$ cat src/rtl/cpu_pkg.sv
// ----------------------------------------------------------------------------
// cpu_pkg
//   Shared types for the ID/EX stage slice.
//   - XZR       : register number of the zero register; never forwarded/hazarded
//   - alu_op_e  : 3-bit ALU operation encoding carried in the control word
//   - ctrl_t    : packed control word travelling down the pipe with the instr
//   - rd_match  : "producer writes a real register that equals src" helper
// ----------------------------------------------------------------------------
package cpu_pkg;

    localparam logic [4:0] XZR = 5'd31;

    typedef enum logic [2:0] {
        ALU_PASS_B = 3'd0,
        ALU_RSVD   = 3'd1,
        ALU_ADD    = 3'd2,
        ALU_SUB    = 3'd3,
        ALU_AND    = 3'd4,
        ALU_OR     = 3'd5,
        ALU_XOR    = 3'd6,
        ALU_PASS_A = 3'd7
    } alu_op_e;

    typedef struct packed {
        logic    RegWrite;
        logic    MemWrite;
        logic    MemtoReg;
        logic    ALUsrc;
        alu_op_e ALUop;
        logic    update_flags;
        logic    BLsignal;
        logic    UnCondBr;
        logic    BrTaken;
    } ctrl_t;

    // A producer only matches when it actually writes and the target is not
    // XZR; writes to XZR are architecturally discarded.
    function automatic logic rd_match(input logic       wr_en,
                                      input logic [4:0] rd,
                                      input logic [4:0] src);
        return wr_en && (rd != XZR) && (rd == src);
    endfunction

endpackage

$ cat src/rtl/id_ex_stage_if.sv
// ----------------------------------------------------------------------------
// id_ex_stage_if
//   Bundle of all non-clock signals around the ID/EX stage.
//   ID side      : id_valid, id_Da/Db, id_ALU_or_DT, id_BR_to_shift, id_pc,
//                  id_Rn/Ab/Rd, id_uses_Ab, id_ctrl, flush
//   Producers    : mem_RegWrite/Rd/result (EX/MEM), wb_RegWrite/Rd/result (MEM/WB)
//   EX side      : ex_valid, ex_ctrl, ex_A/B, ex_imm, ex_br_off, ex_pc, ex_Rd
//   Status       : stall (IF/ID hold), bubble_cnt
//   Modports: master = surrounding pipeline, slave = the ID/EX stage.
// ----------------------------------------------------------------------------
interface id_ex_stage_if
    import cpu_pkg::*;
#(
    parameter int W     = 64,
    parameter int CNT_W = 32
) ();

    // ID side
    logic             id_valid;
    logic [W-1:0]     id_Da;
    logic [W-1:0]     id_Db;
    logic [W-1:0]     id_ALU_or_DT;
    logic [W-1:0]     id_BR_to_shift;
    logic [W-1:0]     id_pc;
    logic [4:0]       id_Rn;
    logic [4:0]       id_Ab;
    logic [4:0]       id_Rd;
    logic             id_uses_Ab;
    ctrl_t            id_ctrl;
    logic             flush;

    // downstream producers
    logic             mem_RegWrite;
    logic [4:0]       mem_Rd;
    logic [W-1:0]     mem_result;
    logic             wb_RegWrite;
    logic [4:0]       wb_Rd;
    logic [W-1:0]     wb_result;

    // EX side
    logic             ex_valid;
    ctrl_t            ex_ctrl;
    logic [W-1:0]     ex_A;
    logic [W-1:0]     ex_B;
    logic [W-1:0]     ex_imm;
    logic [W-1:0]     ex_br_off;
    logic [W-1:0]     ex_pc;
    logic [4:0]       ex_Rd;
    logic             stall;
    logic [CNT_W-1:0] bubble_cnt;

    modport master (
        output id_valid, id_Da, id_Db, id_ALU_or_DT, id_BR_to_shift, id_pc,
               id_Rn, id_Ab, id_Rd, id_uses_Ab, id_ctrl, flush,
               mem_RegWrite, mem_Rd, mem_result, wb_RegWrite, wb_Rd, wb_result,
        input  ex_valid, ex_ctrl, ex_A, ex_B, ex_imm, ex_br_off, ex_pc, ex_Rd,
               stall, bubble_cnt
    );

    modport slave (
        input  id_valid, id_Da, id_Db, id_ALU_or_DT, id_BR_to_shift, id_pc,
               id_Rn, id_Ab, id_Rd, id_uses_Ab, id_ctrl, flush,
               mem_RegWrite, mem_Rd, mem_result, wb_RegWrite, wb_Rd, wb_result,
        output ex_valid, ex_ctrl, ex_A, ex_B, ex_imm, ex_br_off, ex_pc, ex_Rd,
               stall, bubble_cnt
    );

endinterface

$ cat src/rtl/id_ex_stage_fwd_unit.sv
// ----------------------------------------------------------------------------
// fwd_unit
//   Operand forwarding mux for one EX source operand.
//   Ports: src_i (source reg number), reg_val_i (value captured at ID/EX),
//          mem_* (EX/MEM producer), wb_* (MEM/WB producer), val_o (operand).
//   Priority: EX/MEM (youngest) > MEM/WB > captured value. XZR never matches.
// ----------------------------------------------------------------------------
module fwd_unit
    import cpu_pkg::*;
#(
    parameter int W = 64
) (
    input  logic [4:0]   src_i,
    input  logic [W-1:0] reg_val_i,
    input  logic         mem_RegWrite_i,
    input  logic [4:0]   mem_Rd_i,
    input  logic [W-1:0] mem_result_i,
    input  logic         wb_RegWrite_i,
    input  logic [4:0]   wb_Rd_i,
    input  logic [W-1:0] wb_result_i,
    output logic [W-1:0] val_o
);

    always_comb begin
        val_o = reg_val_i;
        if (rd_match(mem_RegWrite_i, mem_Rd_i, src_i)) begin
            val_o = mem_result_i;
        end else if (rd_match(wb_RegWrite_i, wb_Rd_i, src_i)) begin
            val_o = wb_result_i;
        end
    end

endmodule

$ cat src/rtl/id_ex_stage.sv
// ----------------------------------------------------------------------------
// id_ex_stage
//   ID/EX pipeline register with load-use hazard detection, flush squash,
//   capture-time WB bypass and EX-time operand forwarding.
//   Ports: clk, reset (sync, active high), io (id_ex_stage_if.slave).
//   stall is combinational and holds PC + IF/ID; on stall or flush a bubble
//   (valid=0, ctrl=0, Rd=XZR) enters EX. bubble_cnt counts load-use bubbles
//   and saturates at all-ones.
// ----------------------------------------------------------------------------
module id_ex_stage
    import cpu_pkg::*;
#(
    parameter int W     = 64,
    parameter int CNT_W = 32
) (
    input  logic               clk,
    input  logic               reset,
    id_ex_stage_if.slave       io
);

    localparam int NUM_OPS = 2;  // operand A (Rn) and operand B (Ab)

    logic             valid_q, valid_d;
    ctrl_t            ctrl_q,  ctrl_d;
    logic [W-1:0]     a_q,     a_d;
    logic [W-1:0]     b_q,     b_d;
    logic [W-1:0]     imm_q,   imm_d;
    logic [W-1:0]     br_q,    br_d;
    logic [W-1:0]     pc_q,    pc_d;
    logic [4:0]       rd_q,    rd_d;
    logic [4:0]       rn_q,    rn_d;
    logic [4:0]       ab_q,    ab_d;
    logic [CNT_W-1:0] cnt_q,   cnt_d;

    logic             hz;
    logic             stall_w;

    // Load in EX whose destination is read by the instruction in ID: the
    // value is not available until MEM, so one bubble is required.
    always_comb begin
        hz = valid_q && ctrl_q.MemtoReg && ctrl_q.RegWrite && (rd_q != XZR) &&
             ((rd_q == io.id_Rn) || (io.id_uses_Ab && (rd_q == io.id_Ab))) &&
             io.id_valid;
        // Flush discards the ID instruction anyway, so no hold; reset masks it
        // so the upstream never sees a hold during reset.
        stall_w = hz && !io.flush && !reset;
    end

    always_comb begin
        // normal capture; regfile write-while-read is covered by the WB bypass
        valid_d = io.id_valid;
        ctrl_d  = io.id_valid ? io.id_ctrl : ctrl_t'('0);
        a_d     = rd_match(io.wb_RegWrite, io.wb_Rd, io.id_Rn) ? io.wb_result : io.id_Da;
        b_d     = rd_match(io.wb_RegWrite, io.wb_Rd, io.id_Ab) ? io.wb_result : io.id_Db;
        imm_d   = io.id_ALU_or_DT;
        br_d    = io.id_BR_to_shift;
        pc_d    = io.id_pc;
        rd_d    = io.id_Rd;
        rn_d    = io.id_Rn;
        ab_d    = io.id_Ab;
        cnt_d   = cnt_q;

        if (io.flush || stall_w) begin
            // Source regs parked on XZR so a bubble can never pick up a
            // forwarded value.
            valid_d = 1'b0;
            ctrl_d  = ctrl_t'('0);
            a_d     = '0;
            b_d     = '0;
            imm_d   = '0;
            br_d    = '0;
            pc_d    = '0;
            rd_d    = XZR;
            rn_d    = XZR;
            ab_d    = XZR;
        end

        if (stall_w && (cnt_q != {CNT_W{1'b1}})) begin
            cnt_d = cnt_q + CNT_W'(1);
        end
    end

    always_ff @(posedge clk) begin
        if (reset) begin
            valid_q <= 1'b0;
            ctrl_q  <= ctrl_t'('0);
            a_q     <= '0;
            b_q     <= '0;
            imm_q   <= '0;
            br_q    <= '0;
            pc_q    <= '0;
            rd_q    <= XZR;
            rn_q    <= XZR;
            ab_q    <= XZR;
            cnt_q   <= '0;
        end else begin
            valid_q <= valid_d;
            ctrl_q  <= ctrl_d;
            a_q     <= a_d;
            b_q     <= b_d;
            imm_q   <= imm_d;
            br_q    <= br_d;
            pc_q    <= pc_d;
            rd_q    <= rd_d;
            rn_q    <= rn_d;
            ab_q    <= ab_d;
            cnt_q   <= cnt_d;
        end
    end

    // forwarding, one unit per operand
    logic [NUM_OPS-1:0][4:0]   op_src;
    logic [NUM_OPS-1:0][W-1:0] op_reg;
    logic [NUM_OPS-1:0][W-1:0] op_fwd;

    assign op_src = {ab_q, rn_q};
    assign op_reg = {b_q,  a_q};

    for (genvar g = 0; g < NUM_OPS; g++) begin : g_fwd
        fwd_unit #(.W(W)) u_fwd (
            .src_i          (op_src[g]),
            .reg_val_i      (op_reg[g]),
            .mem_RegWrite_i (io.mem_RegWrite),
            .mem_Rd_i       (io.mem_Rd),
            .mem_result_i   (io.mem_result),
            .wb_RegWrite_i  (io.wb_RegWrite),
            .wb_Rd_i        (io.wb_Rd),
            .wb_result_i    (io.wb_result),
            .val_o          (op_fwd[g])
        );
    end

    assign io.ex_valid   = valid_q;
    assign io.ex_ctrl    = ctrl_q;
    assign io.ex_A       = op_fwd[0];
    assign io.ex_B       = op_fwd[1];
    assign io.ex_imm     = imm_q;
    assign io.ex_br_off  = br_q;
    assign io.ex_pc      = pc_q;
    assign io.ex_Rd      = rd_q;
    assign io.stall      = stall_w;
    assign io.bubble_cnt = cnt_q;

endmodule

$ cat src/flat_wrapper.sv
// flat-port wrapper written by rule: the top's interface ports become plain ports
module id_ex_stage_flat import cpu_pkg::*;
#(
    parameter int W     = 64,
    parameter int CNT_W = 32
)
  (clk, reset, io_id_valid, io_id_Da, io_id_Db, io_id_ALU_or_DT, io_id_BR_to_shift, io_id_pc, io_id_Rn, io_id_Ab, io_id_Rd, io_id_uses_Ab, io_id_ctrl, io_flush, io_mem_RegWrite, io_mem_Rd, io_mem_result, io_wb_RegWrite, io_wb_Rd, io_wb_result, io_ex_valid, io_ex_ctrl, io_ex_A, io_ex_B, io_ex_imm, io_ex_br_off, io_ex_pc, io_ex_Rd, io_stall, io_bubble_cnt);
  id_ex_stage_if #(.W(W), .CNT_W(CNT_W)) io_i ();
  input  logic clk;
  input  logic reset;
  input wire logic [$bits(io_i.id_valid)-1:0] io_id_valid;
  input wire logic [$bits(io_i.id_Da)-1:0] io_id_Da;
  input wire logic [$bits(io_i.id_Db)-1:0] io_id_Db;
  input wire logic [$bits(io_i.id_ALU_or_DT)-1:0] io_id_ALU_or_DT;
  input wire logic [$bits(io_i.id_BR_to_shift)-1:0] io_id_BR_to_shift;
  input wire logic [$bits(io_i.id_pc)-1:0] io_id_pc;
  input wire logic [$bits(io_i.id_Rn)-1:0] io_id_Rn;
  input wire logic [$bits(io_i.id_Ab)-1:0] io_id_Ab;
  input wire logic [$bits(io_i.id_Rd)-1:0] io_id_Rd;
  input wire logic [$bits(io_i.id_uses_Ab)-1:0] io_id_uses_Ab;
  input wire logic [$bits(io_i.id_ctrl)-1:0] io_id_ctrl;
  input wire logic [$bits(io_i.flush)-1:0] io_flush;
  input wire logic [$bits(io_i.mem_RegWrite)-1:0] io_mem_RegWrite;
  input wire logic [$bits(io_i.mem_Rd)-1:0] io_mem_Rd;
  input wire logic [$bits(io_i.mem_result)-1:0] io_mem_result;
  input wire logic [$bits(io_i.wb_RegWrite)-1:0] io_wb_RegWrite;
  input wire logic [$bits(io_i.wb_Rd)-1:0] io_wb_Rd;
  input wire logic [$bits(io_i.wb_result)-1:0] io_wb_result;
  output wire logic [$bits(io_i.ex_valid)-1:0] io_ex_valid;
  output wire logic [$bits(io_i.ex_ctrl)-1:0] io_ex_ctrl;
  output wire logic [$bits(io_i.ex_A)-1:0] io_ex_A;
  output wire logic [$bits(io_i.ex_B)-1:0] io_ex_B;
  output wire logic [$bits(io_i.ex_imm)-1:0] io_ex_imm;
  output wire logic [$bits(io_i.ex_br_off)-1:0] io_ex_br_off;
  output wire logic [$bits(io_i.ex_pc)-1:0] io_ex_pc;
  output wire logic [$bits(io_i.ex_Rd)-1:0] io_ex_Rd;
  output wire logic [$bits(io_i.stall)-1:0] io_stall;
  output wire logic [$bits(io_i.bubble_cnt)-1:0] io_bubble_cnt;
  assign io_i.id_valid = io_id_valid;
  assign io_i.id_Da = io_id_Da;
  assign io_i.id_Db = io_id_Db;
  assign io_i.id_ALU_or_DT = io_id_ALU_or_DT;
  assign io_i.id_BR_to_shift = io_id_BR_to_shift;
  assign io_i.id_pc = io_id_pc;
  assign io_i.id_Rn = io_id_Rn;
  assign io_i.id_Ab = io_id_Ab;
  assign io_i.id_Rd = io_id_Rd;
  assign io_i.id_uses_Ab = io_id_uses_Ab;
  assign io_i.id_ctrl = io_id_ctrl;
  assign io_i.flush = io_flush;
  assign io_i.mem_RegWrite = io_mem_RegWrite;
  assign io_i.mem_Rd = io_mem_Rd;
  assign io_i.mem_result = io_mem_result;
  assign io_i.wb_RegWrite = io_wb_RegWrite;
  assign io_i.wb_Rd = io_wb_Rd;
  assign io_i.wb_result = io_wb_result;
  assign io_ex_valid = io_i.ex_valid;
  assign io_ex_ctrl = io_i.ex_ctrl;
  assign io_ex_A = io_i.ex_A;
  assign io_ex_B = io_i.ex_B;
  assign io_ex_imm = io_i.ex_imm;
  assign io_ex_br_off = io_i.ex_br_off;
  assign io_ex_pc = io_i.ex_pc;
  assign io_ex_Rd = io_i.ex_Rd;
  assign io_stall = io_i.stall;
  assign io_bubble_cnt = io_i.bubble_cnt;
  id_ex_stage #(.W(W), .CNT_W(CNT_W)) u_core (.clk(clk), .reset(reset), .io(io_i));
endmodule
$ cat config.mk
export PLATFORM = sky130hd
export DESIGN_NAME = id_ex_stage_flat
export DESIGN_NICKNAME = d
export VERILOG_FILES = /design/src/rtl/cpu_pkg.sv /design/src/rtl/id_ex_stage_if.sv /design/src/rtl/id_ex_stage_fwd_unit.sv /design/src/rtl/id_ex_stage.sv /design/src/flat_wrapper.sv
export SDC_FILE = /design/constraint.sdc
export NUM_CORES = 1
export LEC_CHECK = 0
export CAP_MARGIN = 20
export CELL_PAD_IN_SITES_DETAIL_PLACEMENT = 0
export CELL_PAD_IN_SITES_GLOBAL_PLACEMENT = 1
export CORE_AREA = 2 2 331 333
export DETAILED_ROUTE_END_ITERATION = 12
export DIE_AREA = 0 0 333 335
export PLACE_DENSITY = 0.59
export SLEW_MARGIN = 20
export SYNTH_ARGS = -nofsm -noshare
export SYNTH_HDL_FRONTEND = slang
export SYNTH_HIERARCHICAL = 1
export SYNTH_SLANG_ARGS = --single-unit
export TNS_END_PERCENT = 20
$ cat constraint.sdc
create_clock -name clk -period 2.65 [get_ports clk]
set_input_delay 0.53 -clock clk [delete_from_list [all_inputs] [get_ports clk]]
set_output_delay 0.53 -clock clk [all_outputs]
set_load 0.05 [all_outputs]
==> impl_metrics.csv <==
group,metric,value,unit
placement,dp_hpwl,80.5,mm
die,die_h,335,microns
detailed_routing,drc,0,
power_and_ir_drop,powerDensity,521,nW/um^2
power_and_ir_drop,power_frac_seq,0.341,
worst_setup_path,worstPathMaxFanout,31,
worst_setup_path,cp_num_buf_inv,3,
worst_setup_path,critPathMaxStageDelay,0.44,ns
synth,ys_seq_area_frac,0.457,
synth,yosys_warnings,6,
clock_tree,cts.sinks,379,
power_and_ir_drop,comb_power_share,0.260,
detailed_routing,firstDrtPassIters,5,
placement,gp_congestion,0.907,
timing,rsz0062_at_grt,"true",
timing,finalClockSkew,0.0306,ns
synth,yosys.area.top_type,"dfxtp_1",
layout,fillers,11300,
timing,slew_viol_final,0,
placement,dpl.cell_count,4300,
grt,antenna_found_initial,27,
synth,yosysUniqueCellTypes,43,
layout,seq_area,7610,sq um
grt,grt_pass1_vias,19800,
timing,worst_slack,-0.397,ns
power_and_ir_drop,clkPwrFrac,0.399,
run_status,violations,"setup timing",
layout,multi_input_area,9620,sq um
synth,yosysTopAreaCellShare,0.457,
power_and_ir_drop,switching_share,0.303,
worst_setup_path,critPathLaunchType,"flop",
grt,grt_max_degree,79,
layout,area_growth,104,%
run,cap_violations,0,
detailed_routing,ant_nets,0,
clock_tree,cts_tree,"done",
synth,synthTopCellsByArea,"dfxtp_1, and2_1, nand2_1",
clock_tree,clock_path_buffers,3,
die,boundaryPins,861,
detailed_routing,totalWireLength,105,mm
clock_tree,clk_latency,0.62,ns
worst_setup_path,endpoint_kind,"primary output",
die,num_rows,121,
worst_setup_path,path_class,"reg -> out",
worst_setup_path,slowest_stage,"or3_4",
timing,setup_viol,128,
worst_setup_path,crit_required,2.12,ns
grt,gr-usage-all-layers,0.178,
grt,grt-ovfl-total,0,
worst_setup_path,path_cells,"xnor2_2 -> nand3_4 -> or3_4 -> buf_16 -> a31oi_4 -> buf_6 -> buf_12",
clock_tree,clk_pin_slew,0.06,ns
clock_tree,cts_buffers,48,
layout,drive_above_1_share,0.253,
timing,timing.fmax,0.328,GHz
synth,syn-num-nets,2443,
die,dieWidth,333,microns
detailed_routing,drt-initial-drc-count,1325,
synth,syn_avg_cell_area,8.52,sq um
hold_path,hp-class,"in -> reg",
synth,synthCells,1951,
timing,slew_headroom,0.560,
power_and_ir_drop,p_int,12.3,mW
timing,tightest_slew,0.658,ns
timing,hold_violations,0,
grt,grt_first_pass_wirelength,146,mm
timing,finalCriticalPeriod,3.05,ns
worst_setup_path,critPathArrivalTime,2.52,ns
layout,instances_no_fill,4408,
synth,synth_area,16600,sq um
worst_setup_path,crit_family,"simple AND/OR/NAND/NOR gates",
power_and_ir_drop,p_switching,5.34,mW
power_and_ir_drop,ir_worst_vdd,0.000437,V
die,core,108000,sq um
placement,portBuffers,860,
layout,final_core_util,0.313,
die,die-area,112000,sq um
detailed_routing,vias,19600,
layout,finalNetCount,3437,
clock_tree,htreeDepth,2,
power_and_ir_drop,leakage,12.1,nW
die,start_util,0.154,
detailed_routing,via_per_inst,4.44,
synth,ys_seq_elements,379,
clock_tree,ctsRootBufferMaster,"clkbuf_16",
detailed_routing,wl_per_cell,23.8,microns
timing,finalCritPeriodShare,1.15,
run_status,status,"finished with violations",
cells in the mapped netlist:
| cell type | count |
|---|---|
| and3_1 | 20 |
| a21o_1 | 2 |
| inv_1 | 5 |
| buf_4 | 4 |
| a211o_1 | 1 |
| or4_1 | 7 |
| o21ai_4 | 2 |
| buf_6 | 28 |
| buf_1 | 2 |
| a21oi_1 | 153 |
| nor2_1 | 18 |
| xnor2_1 | 30 |
| or3_1 | 30 |
| buf_2 | 72 |
| nor2_4 | 1 |
| dfxtp_1 | 379 |
| and4_1 | 6 |
| and2_0 | 2 |
| clkbuf_1 | 105 |
| nand4b_1 | 1 |
| o21ai_0 | 11 |
| nand3_1 | 19 |
| nand4_1 | 147 |
| a31oi_1 | 128 |
| nor3_1 | 1 |
| o21a_1 | 2 |
| nand3b_1 | 1 |
| nand4_2 | 1 |
| clkbuf_2 | 1 |
| nand3_2 | 3 |
| and4_4 | 2 |
| nand2_1 | 278 |
| o22ai_1 | 1 |
| o31ai_1 | 135 |
| a211oi_4 | 1 |
| or2_2 | 3 |
| xor2_1 | 15 |
| nor4_1 | 130 |
| ha_1 | 1 |
| nor4bb_1 | 1 |
| or2_1 | 2 |
| and2_1 | 197 |
| o21ai_1 | 3 |
final cells by class:
cell class | count | area share
Antenna cell | 12 | 0.000888
Tap cell | 1414 | 0.0523
Timing Repair Buffer | 1156 | 0.388
Clock buffer | 70 | 0.0415
Inverter | 5 | 0.000555
Multi-Input combinational cell | 1355 | 0.284
Clock inverter | 17 | 0.00795
Sequential cell | 379 | 0.225
what timing repair did:
item	4_1_cts	5_1_grt
setup endpoints to repair	131	129
buffers inserted	7	0
resized for setup	212	53
pin swaps	75	26
hold buffers	0	0
cloned	2	3
final timing paths:
check,cells past startpoint,from,slack (ns),end
setup / recovery,7,u_core/ab_q[3],-0.40,io_ex_B[29]
hold / removal,3,io_id_Rn[2],0.46,u_core/rn_q[2]
setup reg to reg,7,u_core/io.bubble_cnt[0],0.44,u_core/io.bubble_cnt[28]
hold reg to reg,2,u_core/io.bubble_cnt[20],0.51,u_core/io.bubble_cnt[20]
metrics by stage:
step	hold slack (ns)	setup TNS [ns]	power (mW)	instance area (sq um)	setup WS, ns
final	0.459	-36.97	17.6	33800	-0.397
after CTS	0.391	-46.02	17.8	33400	-0.426
after global routing	0.421	-51.60	18.3	33800	-0.500
after detailed placement	0.500	-157.13	10.5	30500	-0.925
after global placement	0.495	-158.75	10.5	30500	-0.936
after floorplan	0.634	-6.98	7.84	16800	-0.0938
worst reg2reg max path, stage by stage (launching register included):
cell and delay, ns:
dfxtp_1 0.47, ha_1 0.29, and2_1 0.19, and4_1 0.30
nand4_1 0.11, buf_4 0.21, or4_1 0.42, a21oi_1 0.14
state kept, by name (all words and copies together), names as in the netlist:
register	flops
u_core/ab_q	5
u_core/b_q	64
u_core/a_q	64
u_core/io.ex_imm	64
u_core/io.ex_ctrl	11
u_core/io.ex_Rd	5
u_core/io.bubble_cnt	32
u_core/rn_q	5
u_core/io.ex_br_off	64
u_core/io.ex_pc	64
u_core/io.ex_valid	1
cell usage in the layout, fill, tap and decap left out, types with 11 or more instances in the layout:
cell type        instances
o31ai_2                 41
a31oi_1                 16
clkdlybuf4s50_1        716
diode_2                 12
clkbuf_1                11
a31oi_2                 84
xnor2_1                 15
nor4_2                  22
o21ai_0                 11
nor4_1                 107
xor2_1                  15
and2_1                 195
xnor2_2                 15
buf_4                  217
buf_12                 196
or3_1                   28
dfxtp_2                 12
a21oi_1                151
nand4_1                147
nand2_1                274
and3_1                  16
o31ai_1                 86
clkbuf_16               52
dfxtp_1                365
nand3_1                 15
nor2_1                  17
a31oi_4                 28
power groups by stage:
stage                     combinational [mW]  clock, mW  sequential, mW
final                                   4.59       7.03            6.00
after global routing                    4.77       7.49            6.02
after CTS                               4.54       7.30            6.00
after detailed placement                4.34          0            6.12
after global placement                  4.35          0            6.12
after floorplan                         1.31          0            6.54
per-layer routing:
metal | vias up | wire length, microns | track usage
met3 | 174 | 7830 | 0.0491
met4 | 22 | 3120 | 0.0567
met2 | 840 | 50900 | 0.304
met1 | 9433 | 43000 | 0.216
met5 | - | 148 | 0
li1 | 9118 | - | -
cells by family (layout without fill, tap and decap cells):
family,count (synthesis),count (layout),share of synthesized area
AOI/OAI and AO/OA,439,439,0.165
xor gates and xnor gates,45,45,0.0237
adders and majority gates,1,1,0.000753
buffers and inverters,217,1248,0.0681
DFF,379,379,0.457
other,0,12,0
and+or+nand+nor,870,870,0.285
(Power assumes the default switching activity.)
